--- src/rtl/dht11_pkg.sv ---
// Shared types and constants for the DHT11 single-wire reader.
package dht11_pkg;

    typedef enum logic [2:0] {
        ST_IDLE,
        ST_START_LOW,
        ST_RELEASE,
        ST_RESP_LOW,
        ST_RESP_HIGH,
        ST_BIT_LOW,
        ST_BIT_HIGH,
        ST_DONE
    } state_e;

    // Returned on a line timeout; its checksum byte cannot match the data bytes.
    localparam logic [39:0] ERR_FRAME = 40'h00_0000_00FF;

    function automatic int unsigned us_to_cycles(input int unsigned clk_hz,
                                                 input int unsigned us);
        return (clk_hz / 1_000_000) * us;
    endfunction

endpackage

--- src/rtl/dht11_sync_edge.sv ---
// Two-flop synchronizer for the DHT11 pad, with registered rise/fall pulses.
module dht11_sync_edge (
    input  logic clk_i,
    input  logic rst_i,
    input  logic din_i,
    output logic rise_o,
    output logic fall_o
);

    logic s1_q, s2_q, s3_q;
    logic rise_q, fall_q;

    // Preset high so an idle pulled-up line produces no edge out of reset.
    always_ff @(posedge clk_i or posedge rst_i) begin
        if (rst_i) begin
            s1_q   <= 1'b1;
            s2_q   <= 1'b1;
            s3_q   <= 1'b1;
            rise_q <= 1'b0;
            fall_q <= 1'b0;
        end else begin
            s1_q   <= din_i;
            s2_q   <= s1_q;
            s3_q   <= s2_q;
            rise_q <= s2_q & ~s3_q;
            fall_q <= ~s2_q & s3_q;
        end
    end

    assign rise_o = rise_q;
    assign fall_o = fall_q;

endmodule

--- src/rtl/dht11_reader.sv ---
// DHT11 transaction engine: start pulse, sensor response, 40 raw data bits.
// state      | meaning
// IDLE       | waiting for start_dht11
// START_LOW  | host holds the line low
// RELEASE    | line released, waiting for sensor to pull low
// RESP_LOW   | sensor response low phase
// RESP_HIGH  | sensor response high phase
// BIT_LOW    | low gap before a data bit
// BIT_HIGH   | measuring a data bit's high pulse
// DONE       | frame presented, waiting for start_dht11 to drop
module dht11_reader
    import dht11_pkg::*;
#(
    parameter int unsigned CLK_HZ        = 50_000_000,
    parameter int unsigned START_LOW_US  = 18000,
    parameter int unsigned BIT_THRESH_US = 50,
    parameter int unsigned TIMEOUT_US    = 200
) (
    input  logic        clock,
    input  logic        reset,
    input  logic        start_dht11,
    input  logic        dht_in,
    output logic        dht_drive_low,
    output logic [0:39] sensor_data,
    output logic        wait_dht11,
    output logic        error
);

    localparam int unsigned START_CYC   = us_to_cycles(CLK_HZ, START_LOW_US);
    localparam int unsigned THRESH_CYC  = us_to_cycles(CLK_HZ, BIT_THRESH_US);
    localparam int unsigned TIMEOUT_CYC = us_to_cycles(CLK_HZ, TIMEOUT_US);
    localparam int          CNT_W       = $clog2(START_CYC + 1);

    localparam logic [CNT_W-1:0] START_TC   = CNT_W'(START_CYC - 1);
    localparam logic [CNT_W-1:0] TIMEOUT_TC = CNT_W'(TIMEOUT_CYC - 1);
    localparam logic [CNT_W-1:0] THRESH_C   = CNT_W'(THRESH_CYC);

    state_e           state_q, state_d;
    logic [CNT_W-1:0] cnt_q, cnt_d;
    logic [5:0]       bit_cnt_q, bit_cnt_d;
    logic [0:39]      shreg_q, shreg_d;
    logic [0:39]      data_q, data_d;
    logic             error_q, error_d;
    logic             drive_q;
    logic             line_rise, line_fall;
    logic             in_wait_phase;

    dht11_sync_edge u_sync (
        .clk_i  (clock),
        .rst_i  (reset),
        .din_i  (dht_in),
        .rise_o (line_rise),
        .fall_o (line_fall)
    );

    assign in_wait_phase = (state_q == ST_RELEASE) || (state_q == ST_RESP_LOW) ||
                           (state_q == ST_RESP_HIGH) || (state_q == ST_BIT_LOW) ||
                           (state_q == ST_BIT_HIGH);

    always_comb begin
        state_d   = state_q;
        cnt_d     = cnt_q + 1'b1;
        bit_cnt_d = bit_cnt_q;
        shreg_d   = shreg_q;
        data_d    = data_q;
        error_d   = error_q;
        unique case (state_q)
            ST_IDLE: begin
                cnt_d = '0;
                if (start_dht11) begin
                    state_d   = ST_START_LOW;
                    bit_cnt_d = '0;
                end
            end
            ST_START_LOW: begin
                if (cnt_q == START_TC) begin
                    state_d = ST_RELEASE;
                    cnt_d   = '0;
                end
            end
            ST_RELEASE: begin
                if (line_fall) begin
                    state_d = ST_RESP_LOW;
                    cnt_d   = '0;
                end
            end
            ST_RESP_LOW: begin
                if (line_rise) begin
                    state_d = ST_RESP_HIGH;
                    cnt_d   = '0;
                end
            end
            ST_RESP_HIGH: begin
                if (line_fall) begin
                    state_d = ST_BIT_LOW;
                    cnt_d   = '0;
                end
            end
            ST_BIT_LOW: begin
                if (line_rise) begin
                    state_d = ST_BIT_HIGH;
                    cnt_d   = '0;
                end
            end
            ST_BIT_HIGH: begin
                if (line_fall) begin
                    // cnt_q excludes the falling-edge cycle, hence >= rather than >.
                    shreg_d = {shreg_q[1:39], (cnt_q >= THRESH_C)};
                    cnt_d   = '0;
                    if (bit_cnt_q == 6'd39) begin
                        state_d = ST_DONE;
                        data_d  = shreg_d;
                        error_d = 1'b0;
                    end else begin
                        state_d   = ST_BIT_LOW;
                        bit_cnt_d = bit_cnt_q + 1'b1;
                    end
                end
            end
            ST_DONE: begin
                cnt_d = '0;
                if (!start_dht11) begin
                    state_d = ST_IDLE;
                end
            end
            default: begin
                state_d = ST_IDLE;
                cnt_d   = '0;
            end
        endcase
        if (in_wait_phase && (cnt_q == TIMEOUT_TC)) begin
            state_d = ST_DONE;
            cnt_d   = '0;
            data_d  = ERR_FRAME;
            error_d = 1'b1;
        end
    end

    always_ff @(posedge clock or posedge reset) begin
        if (reset) begin
            state_q   <= ST_IDLE;
            cnt_q     <= '0;
            bit_cnt_q <= '0;
            shreg_q   <= '0;
            data_q    <= '0;
            error_q   <= 1'b0;
            drive_q   <= 1'b0;
        end else begin
            state_q   <= state_d;
            cnt_q     <= cnt_d;
            bit_cnt_q <= bit_cnt_d;
            shreg_q   <= shreg_d;
            data_q    <= data_d;
            error_q   <= error_d;
            drive_q   <= (state_d == ST_START_LOW);
        end
    end

    assign dht_drive_low = drive_q;
    assign sensor_data   = data_q;
    assign error         = error_q;
    assign wait_dht11    = ((state_q != ST_IDLE) && (state_q != ST_DONE)) ||
                           ((state_q == ST_IDLE) && start_dht11);

endmodule

--- config.mk ---
export PLATFORM = sky130hd
export DESIGN_NAME = dht11_reader
export DESIGN_NICKNAME = d
export VERILOG_FILES = /design/src/rtl/dht11_pkg.sv /design/src/rtl/dht11_sync_edge.sv /design/src/rtl/dht11_reader.sv
export SDC_FILE = /design/constraint.sdc
export NUM_CORES = 1
export LEC_CHECK = 0
export CELL_PAD_IN_SITES_DETAIL_PLACEMENT = 1
export CELL_PAD_IN_SITES_GLOBAL_PLACEMENT = 1
export CORE_ASPECT_RATIO = 1.75
export CORE_MARGIN = 5
export CORE_UTILIZATION = 30
export CTS_CLUSTER_DIAMETER = 150
export DETAILED_ROUTE_END_ITERATION = 16
export PLACE_DENSITY_LB_ADDON = 0.1
export SETUP_SLACK_MARGIN = 0.02
export SLEW_MARGIN = 10
export SYNTH_ARGS = -nofsm -noshare
export SYNTH_HDL_FRONTEND = slang
export SYNTH_SLANG_ARGS = --single-unit
--- constraint.sdc ---
create_clock -name clock -period 3.3 [get_ports clock]
set_clock_uncertainty 0.1 [all_clocks]
set_input_delay 0.33 -clock clock [delete_from_list [all_inputs] [get_ports clock]]
set_output_delay 0.33 -clock clock [all_outputs]
set_load 0.02 [all_outputs]
==> impl_metrics.tcl <==
set metrics [dict create \
    hold_viol_final 0 \
    layout_common_cells "nand2_1, dfrtp_1, clkdlybuf4s50_1" \
    vias 3817 \
    cts_buffers 17 \
    crit_path_end_kind "output pin" \
    ys_ff_latch 115 \
    overflow 0 \
    initial_core_util_pct 30.4 \
    slew_headroom_pct 51.4 \
    p_total_mw 3.95 \
    p_leak_nw 3.28 \
    clock_latency_ps 410 \
    cts_tree "built" \
    design_area_um2 6460 \
    syn-mean-instance-area_um2 10.1 \
    crit_slowest_cell "clkdlybuf4s50_1" \
    final_common_cell "nand2_1" \
    remaining_drc_errors 0 \
    die_w_um 109 \
    area_growth_pct 26.2 \
    clk_path_buf_depth 2 \
    ys_types 53 \
    worstPathArrival_ps 2190 \
    antenna_found_initial 0 \
    start_kind "flop" \
    worstMarginPinSlew_ps 729 \
    synth_edf_count 0 \
    synth_top_family_by_area "simple AND/OR/NAND/NOR gates" \
    post-route-util_pct 38.3 \
    yosys.area_share.simple_pct 24.2 \
    dpl_worst_slack_ps 964 \
    routed_wl_mm 12.8 \
    synth_compound_area_share_pct 5.30 \
    grt_pass1_wl_mm 21.5 \
    worstPathRequired_ps 2870 \
    clock.fmax_ghz 0.382 \
    clock-root-buffer "clkbuf_16" \
    dieArea_um2 19900 \
    fp.dieH_um 183 \
    portBuffers 46 \
    grt_usage_pct 13.8 \
    clock-sinks 115 \
    path_max_fanout 17 \
    slew_viol_final 0 \
    rows 63 \
    hold_buffers 0 \
    hold_class "primary input to asynchronous set/reset pin" \
    dpl.cell_count 761 \
    insertedDiodeCount 0 \
    dpl_cell_area_um2 5860 \
    async_flop_share_pct 100 \
    dp_hpwl_mm 8.86 \
    grt_use_met2_pct 26.2 \
    antenna_left 0 \
    ir_drop_uv 337 \
    synth_cells 505 \
    synthFlopType "dfrtp_1" \
    layout.nets 560 \
    slowest_delay_ps 550 \
    crit_path_cell_trace "or2_2 > o31a_1 > clkdlybuf4s50_1" \
    htreeDepth 4 \
    cpLargestDelayFamily "buffers and inverters" \
    cts_resized 0 \
    fin_tns_setup_ps 0 \
    top_usage_layer "met2" \
    firstDrtPassIters 4 \
    path_buf_inv 1 \
    synth_area_um2 5120 \
    grt_pass1_vias 4163 \
    synth_fp_nets 512 \
    layout-drive-gt1-share_pct 10.8 \
    drtIter0Drc 137 \
    wl_per_cell_um 16.1 \
    final_cells 793 \
    cts_setup_buffers 0 \
    core-area_um2 16900 \
    synth.area.mux_share_pct 7.62 \
    grt_max_degree 69 \
    setup_violations 0 \
    whs_ps 177 \
    ys_seq_area_share_pct 56.3 \
    status "finished, final reports clean" \
    vias_per_cell 4.81 \
    setup_ws_ps 685 \
    period_share_pct 79.3 \
    rsz0062_at_grt "no" \
    power_density_nw_per_um2 611 \
    path_class "flop to output pin" \
    met3_usage_pct 3.24 \
    io_pins 47 \
    synth_xor_xnor_area_share_pct 2.91 \
    cap_violations 0 \
    clk_pin_slew_ps 60 \
    ys_warn_count 0 \
    grt_use_met1_pct 14.8 \
    place.gp.congestion 0.831 \
    min_period_ps 2620 \
    synth_fa_ha_area_share_pct 0.733 \
]
[layer usage]
| layer | vias up | part of all wire [%] |
|---|---|---|
| li1 | 1815 | - |
| met1 | 1924 | 39 |
| met2 | 62 | 57 |
| met3 | 16 | 3.0 |
| met4 | 0 | 1.3 |
| met5 | - | 0 |
[power breakdown]
part           total (mW)  internal [mW]  switching [mW]
logic               0.464          0.185           0.280
clock network        1.89           1.20           0.700
registers            1.59           1.47           0.118
total                3.95           2.85            1.10
[state kept, by name (all words and copies together) (netlist names)]
name	cells
bit_cnt_q	6
cnt_q	20
dht_drive_low	1
error	1
sensor_data	40
shreg_q	39
state_q	3
u_sync.fall_o	1
u_sync.rise_o	1
u_sync.s1_q	1
u_sync.s2_q	1
u_sync.s3_q	1
[synth_stat cells, types with 3 or more instances]
cell	n	area (µm²)
a211oi_1	4	30.0
a21oi_1	5	25.0
a31oi_1	3	18.8
and3_1	3	18.8
and4b_1	3	30.0
buf_2	8	40.0
clkbuf_1	14	52.6
dfrtp_1	112	2800
dfstp_2	3	78.8
ha_1	3	37.5
inv_1	9	33.8
mux2i_1	39	390
nand2_1	132	495
nand3_1	9	45.0
nand3b_1	4	30.0
nand4_1	6	37.5
nor2_1	42	158
nor2b_1	4	25.0
nor3_1	22	110
nor4_1	6	37.5
o21ai_0	11	55.1
o31ai_1	3	22.5
or3_1	4	25.0
xnor2_1	11	96.3
xor2_1	6	52.6
[final timing paths]
path / start / endpoint / slack, ps / cells past startpoint
setup / recovery: state_q[2] / wait_dht11 / 680 / 3
hold / removal: reset / sensor_data[5] / 180 / 2
setup reg to reg: state_q[0] / sensor_data[28] / 970 / 5
hold reg to reg: u_sync.s1_q / u_sync.s2_q / 250 / 0
max in group asynchronous: reset / shreg_q[34] / 2170 / 3
min in group clock: dht_in / u_sync.s1_q / 250 / 1
[worst reg2reg max path: stages (launching register included)]
cell	delay (ps)
dfrtp_1	550
nand4b_1	320
or3_2	700
buf_12	290
mux2i_1	190
nor2_1	60
[logic make-up (layout without fill, tap and decap cells)]
group	after synthesis	in the layout
xor gates and xnor gates	17	17
AOI/OAI and AO/OA	37	37
and+or+nand+nor	259	259
adders and majority gates	3	3
DFF	115	115
muxes	39	39
buffers and inverters	35	96
[area by class of cell]
cell class                      instances  area [µm²]
Clock inverter                         14         178
Inverter                                9        37.5
Fill cell                            1954       10400
Clock buffer                           18         429
Timing Repair Buffer                   55         553
Tap cell                              227         284
Multi-Input combinational cell        355        2100
Sequential cell                       115        2880
(Power assumes the default switching activity.)
